===== src/rtl/ysyx_22041207_pipe_ctrl.sv =====
// ysyx_22041207_pipe_ctrl: hazard/stall scheduler for the 5-stage core.
// Sequences ME-stage AXI accesses, detects load-use hazards, holds EX redirects
// across memory stalls, and keeps saturating stall/flush counters plus a sticky
// AXI timeout flag. Stall/flush controls are combinational from state + inputs
// because they must steer the pipeline registers in the same cycle.
module ysyx_22041207_pipe_ctrl #(
  parameter int unsigned CNT_W    = 32,
  parameter int unsigned MAX_WAIT = 1023
) (
  input  logic             clk,
  input  logic             rst,
  input  logic             if_busy_i,
  input  logic             me_mem_req_i,
  input  logic             me_axi_ready_i,
  input  logic             me_axi_done_i,
  input  logic             ex_redirect_i,
  input  logic             ex_is_load_i,
  input  logic [4:0]       ex_rd_i,
  input  logic [4:0]       id_rs1_i,
  input  logic [4:0]       id_rs2_i,
  input  logic             id_use_rs1_i,
  input  logic             id_use_rs2_i,
  output logic             me_axi_req_o,
  output logic             me_wait_for_axi_o,
  output logic             pc_stall_o,
  output logic             if_id_stall_o,
  output logic             if_id_flush_o,
  output logic             id_ex_stall_o,
  output logic             id_ex_bubble_o,
  output logic             me_wb_bubble_o,
  output logic             redirect_take_o,
  output logic             axi_timeout_o,
  output logic [CNT_W-1:0] stall_cycles_o,
  output logic [CNT_W-1:0] flush_count_o
);

  localparam int unsigned WCNT_W = $clog2(MAX_WAIT + 1);

  typedef enum logic [1:0] {
    M_IDLE = 2'd0,
    M_REQ  = 2'd1,
    M_WAIT = 2'd2,
    M_DONE = 2'd3
  } mstate_e;

  mstate_e           state_q, state_d;
  logic              redir_pend_q, redir_pend_d;
  logic [WCNT_W-1:0] wait_cnt_q, wait_cnt_d;
  logic              timeout_q, timeout_d;
  logic [CNT_W-1:0]  stall_cnt_q, stall_cnt_d;
  logic [CNT_W-1:0]  flush_cnt_q, flush_cnt_d;

  logic mem_wait_c;
  logic redirect_c;
  logic load_use_c;
  logic timeout_hit_c;

  // ME memory sequencing: next-state logic
  always_comb begin
    state_d = state_q;
    unique case (state_q)
      M_IDLE: if (me_mem_req_i) state_d = M_REQ;
      M_REQ: begin
        if (me_axi_ready_i) begin
          state_d = me_axi_done_i ? M_DONE : M_WAIT;
        end
      end
      M_WAIT: if (me_axi_done_i) state_d = M_DONE;
      M_DONE: state_d = M_IDLE;
      default: state_d = M_IDLE;
    endcase
  end

  // Hazard qualifiers shared by the priority logic
  always_comb begin
    mem_wait_c = ((state_q == M_IDLE) && me_mem_req_i) ||
                 (state_q == M_REQ) || (state_q == M_WAIT);
    redirect_c = ex_redirect_i || redir_pend_q;
    load_use_c = ex_is_load_i && (ex_rd_i != 5'd0) &&
                 ((id_use_rs1_i && (id_rs1_i == ex_rd_i)) ||
                  (id_use_rs2_i && (id_rs2_i == ex_rd_i)));
  end

  // Prioritised stall/flush/bubble decode; memory stall wins, then redirect,
  // then load-use, then fetch busy. A redirect seen under a memory stall is parked.
  always_comb begin
    me_axi_req_o      = 1'b0;
    me_wait_for_axi_o = 1'b0;
    pc_stall_o        = 1'b0;
    if_id_stall_o     = 1'b0;
    if_id_flush_o     = 1'b0;
    id_ex_stall_o     = 1'b0;
    id_ex_bubble_o    = 1'b0;
    me_wb_bubble_o    = 1'b0;
    redirect_take_o   = 1'b0;
    redir_pend_d      = redir_pend_q;
    if (!rst) begin
      me_axi_req_o = (state_q == M_REQ);
      if (mem_wait_c) begin
        me_wait_for_axi_o = 1'b1;
        pc_stall_o        = 1'b1;
        if_id_stall_o     = 1'b1;
        id_ex_stall_o     = 1'b1;
        me_wb_bubble_o    = 1'b1;
        redir_pend_d      = redirect_c;
      end else if (redirect_c) begin
        redirect_take_o = 1'b1;
        if_id_flush_o   = 1'b1;
        id_ex_bubble_o  = 1'b1;
        redir_pend_d    = 1'b0;
      end else if (load_use_c) begin
        pc_stall_o     = 1'b1;
        if_id_stall_o  = 1'b1;
        id_ex_bubble_o = 1'b1;
      end else if (if_busy_i) begin
        pc_stall_o    = 1'b1;
        if_id_flush_o = 1'b1;
      end
    end
  end

  // AXI wait watchdog: wait_cnt holds the number of M_WAIT cycles including the current one
  always_comb begin
    wait_cnt_d    = '0;
    timeout_hit_c = (state_q == M_WAIT) && (wait_cnt_q == WCNT_W'(MAX_WAIT));
    timeout_d     = timeout_q || timeout_hit_c;
    if (state_d == M_WAIT) begin
      if (state_q != M_WAIT) begin
        wait_cnt_d = WCNT_W'(1);
      end else if (wait_cnt_q == WCNT_W'(MAX_WAIT)) begin
        wait_cnt_d = wait_cnt_q;
      end else begin
        wait_cnt_d = wait_cnt_q + WCNT_W'(1);
      end
    end
    axi_timeout_o = !rst && timeout_d;
  end

  // Saturating perf counters
  always_comb begin
    stall_cnt_d = stall_cnt_q;
    flush_cnt_d = flush_cnt_q;
    if (pc_stall_o && (stall_cnt_q != {CNT_W{1'b1}})) begin
      stall_cnt_d = stall_cnt_q + CNT_W'(1);
    end
    if (redirect_take_o && (flush_cnt_q != {CNT_W{1'b1}})) begin
      flush_cnt_d = flush_cnt_q + CNT_W'(1);
    end
    stall_cycles_o = stall_cnt_q;
    flush_count_o  = flush_cnt_q;
  end

  // State registers with synchronous active-high reset
  always_ff @(posedge clk) begin
    if (rst) begin
      state_q      <= M_IDLE;
      redir_pend_q <= 1'b0;
      wait_cnt_q   <= '0;
      timeout_q    <= 1'b0;
      stall_cnt_q  <= '0;
      flush_cnt_q  <= '0;
    end else begin
      state_q      <= state_d;
      redir_pend_q <= redir_pend_d;
      wait_cnt_q   <= wait_cnt_d;
      timeout_q    <= timeout_d;
      stall_cnt_q  <= stall_cnt_d;
      flush_cnt_q  <= flush_cnt_d;
    end
  end

endmodule


===== config.mk =====
export PLATFORM = sky130hd
export DESIGN_NAME = ysyx_22041207_pipe_ctrl
export DESIGN_NICKNAME = d
export VERILOG_FILES = /design/src/rtl/ysyx_22041207_pipe_ctrl.sv
export SDC_FILE = /design/constraint.sdc
export NUM_CORES = 1
export LEC_CHECK = 0
export BUFFER_PORTS_ARGS = -buffer_cell sky130_fd_sc_hd__buf_2
export CORE_ASPECT_RATIO = 0.5
export CORE_MARGIN = 1.5
export CORE_UTILIZATION = 30
export CTS_CLUSTER_DIAMETER = 30
export CTS_CLUSTER_SIZE = 14
export DETAILED_ROUTE_END_ITERATION = 8
export GPL_TIMING_DRIVEN = 0
export PLACE_DENSITY = 0.56
export REMOVE_ABC_BUFFERS = 1
export SLEW_MARGIN = 20
export SYNTH_ARGS = -nofsm -noshare
export SYNTH_HDL_FRONTEND = slang
export SYNTH_SLANG_ARGS = --single-unit

===== constraint.sdc =====
create_clock -name clk -period 5 [get_ports clk]
set_input_delay 0.25 -clock clk [delete_from_list [all_inputs] [get_ports clk]]
set_output_delay 0.25 -clock clk [all_outputs]
set_load 0.03 [all_outputs]

==> results of run 1 <==
==> cell type report <==
cell class	instances	area, sq um
multi-input cells	379	2394
well taps	176	220.2
fillers	1450	8431
clock inverters	4	95.09
repair buffers	101	543.0
inverters	7	26.28
flip-flops and latches	78	1562
clock buffers	11	242.7
==> worst paths after layout <==
| path | slack, ps | to | startpoint |
|---|---|---|---|
| setup / recovery | 2360 | flush_count_o[6] | flush_count_o[14] |
| hold / removal | 130 | wait_cnt_q[0] | me_axi_done_i |
| setup reg to reg | 2360 | flush_count_o[6] | flush_count_o[14] |
| hold reg to reg | 460 | timeout_q | timeout_q |
==> layer usage <==
| metal | GRT usage | wire [microns] |
|---|---|---|
| met2 | 0.2438 | 4940 |
| met5 | 0 | 0 |
| met4 | 0.03942 | 106 |
| met1 | 0.1870 | 5045 |
| met3 | 0.03553 | 403 |
==> metrics by stage <==
| step | setup slack (ps) | instances | power (mW) | cell area, sq um | utilization |
|---|---|---|---|---|---|
| after floorplan | 2380 | 464 | 0.7130 | 3976 | - |
| after global placement | 1654 | 738 | 0.7559 | 4687 | 0.3469 |
| after detailed placement | 2342 | 741 | 0.7644 | 4745 | 0.3511 |
| after CTS | 2309 | 756 | 1.523 | 5082 | 0.3761 |
| after global routing | 2143 | 756 | 1.556 | 5082 | 0.3761 |
| final | 2357 | 756 | 1.503 | 5082 | 0.3761 |
==> cell usage after synthesis (6+ instances only) <==
master,number,area [sq um]
a21oi_1,41,205.2
and3_1,12,75.07
clkbuf_1,21,78.83
dfxtp_1,78,1562
inv_1,7,26.28
nand2_1,24,90.09
nand2b_1,6,37.54
nand3_1,34,170.2
nand4_1,19,118.9
nor2_1,48,180.2
nor3_1,19,95.09
nor4_1,8,50.05
o21ai_0,22,110.1
o31ai_1,15,112.6
or3_1,23,143.9
or4_1,16,120.1
xnor2_1,26,227.7
xor2_1,9,78.83
==> cells by family (layout without fill, tap and decap cells) <==
group | count (synthesis) | count (layout) | synth area share
compound gates | 95 | 95 | 0.1485
xor+xnor | 35 | 35 | 0.07411
fa+ha+maj | 3 | 3 | 0.009075
buf+inv | 40 | 123 | 0.04507
flops | 78 | 78 | 0.3775
mux | 9 | 9 | 0.02329
simple gates | 237 | 237 | 0.3224
==> power breakdown <==
group	internal, mW	switching (mW)
logic	0.0407	0.0746
registers	0.627	0.00752
clock network	0.498	0.255
total	1.17	0.337
==> flip-flops by register name (all words and copies together) (netlist names) <==
register,count
state_q,2
stall_cycles_o,32
timeout_q,1
wait_cnt_q,10
redir_pend_q,1
flush_count_o,32
==> worst max-delay path: stages, from the launching register on <==
cell and delay (ps):
dfxtp_1 470, nand4_2 170, or3_1 450, nor3_2 670, a21boi_0 410, nand4_1 220, mux2i_1 190
==> flow_summary.yaml, run 1 <==
run_status:
  status: "completed"
clock_network:
  cts_max_level: 3
  clockBufferDepth: 2
  cts_sinks: 78
  numCtsBuffers: 9
  root_buffer: "clkbuf_16"
  cts_tree: "yes"
  holdBufCountCts: 0
  post_cts_buffers: 0
  cts_resized: 0
  path_clk_slew_ps: 60
  insertion_delay_ps: 330
placed_design:
  dp_hpwl_microns: 7409
  gp_congestion: 0.7603
  numPortBuffers: 98
logic_synthesis:
  yosysSeqAreaShare: 0.3775
  async_flop_share: 0
  synth_cells: 497
  synth_area_per_cell_sq_um: 8.323
  ys_ff_latch: 78
  netlist_area_sq_um: 4136
  ys.flop_type: "dfxtp_1"
  synth_edf_count: 0
  synth_warnings: 0
  synth.distinct_cells: 52
layout:
  drive_gt1_frac: 0.2345
  final_common_cell: "buf_2"
  area_delta_synth_final_pct: 22.87
  final_cell_mix: "buf_2, dfxtp_1, nor2_1"
  fin_nets: 604
  n_antenna_cell: 0
grt:
  grt_pass1_vias: 3517
  antenna_found_initial: 0
  grt_overflow: 0
  gr-usage-all-layers: 0.1451
  grt_max_degree: 59
  grt_pass1_wl_microns: 17110
sta:
  max_freq_ghz: 0.3783
  maxSlewViolCount: 0
  finalCritPeriodShare: 0.5287
  min_period_ps: 2643
  worst_pin_slew_ps: 1047
  grt_setup_unrepaired: "false"
  setup_tns_ps: 0
  slew-limit-headroom: 0.2955
  hold_slack_ps: 128.9
  timing.final.hold_violations: 0
  setup_violations: 0
  clock-skew-final_ps: 9.496
routing:
  drc: 0
  routedWlPerCell_microns: 13.88
  via_per_inst: 5.204
  drt-total-wl_microns: 10500
  drt_iter0_drc: 229
  vias: 3934
  drtPass1Iterations: 4
  ant_nets: 0
critical_path:
  cp-end-kind: "register"
  ff2ff_path_depth: 6
  cp-start-kind: "register"
  crit_fanout: 12
  cp.required_ps: 5270
  critical_path_class: "register to register"
  arrival_ps: 2910
floorplan:
  die_w_microns: 169.1
  ios: 99
  fp.dieH_microns: 86.03
  die_area_sq_um: 14540
  initial_utilization: 0.3061
  fp-row-count: 30
  coreArea_sq_um: 13510
min_path:
  hold_path_class: "input pin to register"
  hold_depth: 2
power_and_ir_drop:
  peakVddDrop_uv: 148.5
  power.density_nw_per_um2: 295.7
  leakagePower_nw: 1.932
run:
  drv_cap: 0
Note: power is estimated with default switching activity, not from simulation.
==> inputs of run 2 (changes only) <==
--- a/config.mk
+++ b/config.mk
@@ -5,6 +5,7 @@
 export SDC_FILE = /design/constraint.sdc
 export NUM_CORES = 1
 export LEC_CHECK = 0
+export ABC_AREA = 1
 export BUFFER_PORTS_ARGS = -buffer_cell sky130_fd_sc_hd__buf_2
 export CORE_ASPECT_RATIO = 0.5
 export CORE_MARGIN = 1.5
@@ -13,7 +14,7 @@
 export CTS_CLUSTER_SIZE = 14
 export DETAILED_ROUTE_END_ITERATION = 8
 export GPL_TIMING_DRIVEN = 0
-export PLACE_DENSITY = 0.56
+export PLACE_DENSITY = 0.57
 export REMOVE_ABC_BUFFERS = 1
 export SLEW_MARGIN = 20
 export SYNTH_ARGS = -nofsm -noshare
==> constraint.sdc (replaced) <==
create_clock -name clk -period 2.1 [get_ports clk]
set_input_delay 0.105 -clock clk [delete_from_list [all_inputs] [get_ports clk]]
set_output_delay 0.105 -clock clk [all_outputs]
set_load 0.03 [all_outputs]
==> flow_summary.yaml, run 2 <==
sta:
  max_freq_ghz: 0.5042
  worst_pin_slew_ps: 628.5
  finalCritPeriodShare: 0.9444
  slew-limit-headroom: 0.5772
  min_period_ps: 1983
  timing.final.hold_violations: 0
  setup_violations: 0
  clock-skew-final_ps: 12.22
  maxSlewViolCount: 0
  grt_setup_unrepaired: "true"
  setup_ws_ps: 116.7
clock_network:
  path_clk_slew_ps: 60
  root_buffer: "clkbuf_16"
  cts_tree: "yes"
  clockBufferDepth: 2
  numCtsBuffers: 9
  holdBufCountCts: 0
  cts_sinks: 78
  insertion_delay_ps: 340
  cts_max_level: 3
critical_path:
  crit_fanout: 9
  critical-path-top-delay-family: "simple AND/OR/NAND/NOR gates"
  cp_slowest_cell: "dfxtp_1"
  crit_chain: "ha_1 > nand2_1 > nor2_4 > nand2_2 > nor2_4 > nand3_4 > buf_4 > nand2_1 > inv_1 > nor2_1 > nor2_1"
  cp.buffers_inverters: 2
  cp-end-kind: "register"
  arrival_ps: 2210
  critical_path_class: "register to register"
  cp-start-kind: "register"
  max_stage_delay_ps: 390
  cp.required_ps: 2330
placed_design:
  numPortBuffers: 98
  placed_area_sq_um: 5557
  place_ws_ps: -235.7
  gp_congestion: 0.8721
  dp_hpwl_microns: 10130
floorplan:
  coreArea_sq_um: 15660
  fp.dieH_microns: 93.28
  die_area_sq_um: 17120
  fp-row-count: 32
  die_w_microns: 183.6
  ios: 99
  initial_utilization: 0.3123
grt:
  grt_max_degree: 38
  grt_pass1_wl_microns: 23570
  antenna_found_initial: 0
  grt_overflow: 0
  gr-usage-all-layers: 0.1708
  grt_pass1_vias: 4754
logic_synthesis:
  netlist_area_sq_um: 4890
  synth_cells: 795
  synth_top_cell_by_area: "dfxtp_1"
  yosysSeqAreaShare: 0.3193
  ys_ff_latch: 78
  ys_top_cells_by_area: "dfxtp_1, nand2_1, nor2_1"
  yosysMostFrequentCell: "nand2_1"
  synth.distinct_cells: 38
  async_flop_share: 0
  synth_warnings: 0
  yosys-top-cells-count: "nand2_1, nor2_1, inv_1"
  synth_top_area_share: 0.3193
  ys.flop_type: "dfxtp_1"
  synth_area_per_cell_sq_um: 6.151
  synth_edf_count: 0
layout:
  drive_gt1_frac: 0.2073
  final_area_sq_um: 6111
  fin_util: 0.3903
  area_delta_synth_final_pct: 24.97
  regArea_sq_um: 1569
  final_common_cell: "nand2_1"
  nFillCells: 1722
  fin_nets: 927
  multi_input_area_sq_um: 2910
  n_antenna_cell: 0
  final_cell_mix: "nand2_1, nor2_1, inv_1"
min_path:
  hold_path_class: "input pin to register"
routing:
  drt-total-wl_microns: 14050
  ant_nets: 0
  drc: 0
  drt_iter0_drc: 312
  drtPass1Iterations: 4
  routedWlPerCell_microns: 12.51
  via_per_inst: 4.658
  vias: 5231
power_and_ir_drop:
  peakVddDrop_uv: 394.8
  power.density_nw_per_um2: 580.8
  leakagePower_nw: 2.666
run_status:
  status: "completed"
run:
  drv_cap: 0
## run 2: cell types whose count changed after synthesis, sizes merged, moves of 13 or more
cell | previous run | this run
nand2 | 24 | 234
xnor2 | 26 | 3
nand3 | 34 | 67
nor2 | 48 | 126
clkbuf | 21 | 8
or4 | 16 | 0
inv | 7 | 117
o31ai | 15 | 0
or3 | 24 | 0
## run 2: area by class of cell
| class | instances | area share |
|---|---|---|
| Multi-Input combinational cell | 581 | 0.4762 |
| Tap cell | 221 | 0.04525 |
| Clock buffer | 10 | 0.03911 |
| Clock inverter | 4 | 0.007985 |
| Inverter | 117 | 0.07269 |
| Sequential cell | 78 | 0.2568 |
| Timing Repair Buffer | 112 | 0.1020 |
## run 2: layer usage
metal  global-route usage  routed length [microns]  vias up
li1                     -                        -     2722
met1               0.2224                     6907     2396
met2               0.2901                     6440       98
met3              0.03154                      534       15
met4              0.04713                      170        0
met5                    0                        0        -
## run 2: logic make-up (layout without fill, tap and decap cells)
group | after synthesis | count (layout) | share of synthesized area
DFF | 78 | 78 | 0.3193
buffers and inverters | 137 | 243 | 0.1149
AOI/OAI and AO/OA | 62 | 62 | 0.06755
xor gates and xnor gates | 17 | 17 | 0.03045
and+or+nand+nor | 498 | 499 | 0.4601
adders and majority gates | 3 | 3 | 0.007677
## run 2: report_power, final
part / switching, mW / total (mW) / internal, mW
Clock: 0.622 / 1.56 / 0.938
Sequential: 0.0228 / 1.53 / 1.50
Combinational: 0.325 / 0.463 / 0.138
Total: 0.969 / 3.55 / 2.58
## run 2: path summary, 6_finish.rpt
check	cells past startpoint	endpoint	start	slack, ps
max	11	stall_cycles_o[0]	stall_cycles_o[0]	120
min reg2reg	2	timeout_q	timeout_q	460
min	3	state_q[1]	me_axi_ready_i	100
max reg2reg	11	stall_cycles_o[0]	stall_cycles_o[0]	120
## run 2: tightest hold or removal path, cell delays in order
cell and delay, ps:
buf_2 70, nor2_1 40, nor2_1 160
## run 2: through the flow
stage	instances	hold WS, ps	TNS, ps	power [mW]
2_1_floorplan	775	174.1	-9208	1.829
3_3_place_gp	1094	437.6	-50010	1.966
3_5_place_dp	1095	441.5	-6633	1.976
4_1_cts	1114	89.14	-22.40	3.563
5_1_grt	1123	102.6	-82.90	3.703
6_report	1123	100.8	0	3.549
## run 2: repair_timing
item                                    4_1_cts  5_1_grt
resized for setup                            10       27
buffers inserted                              4        9
endpoints found under the setup margin       54       58
gates cloned                                  1        0
pin swaps                                     4        5
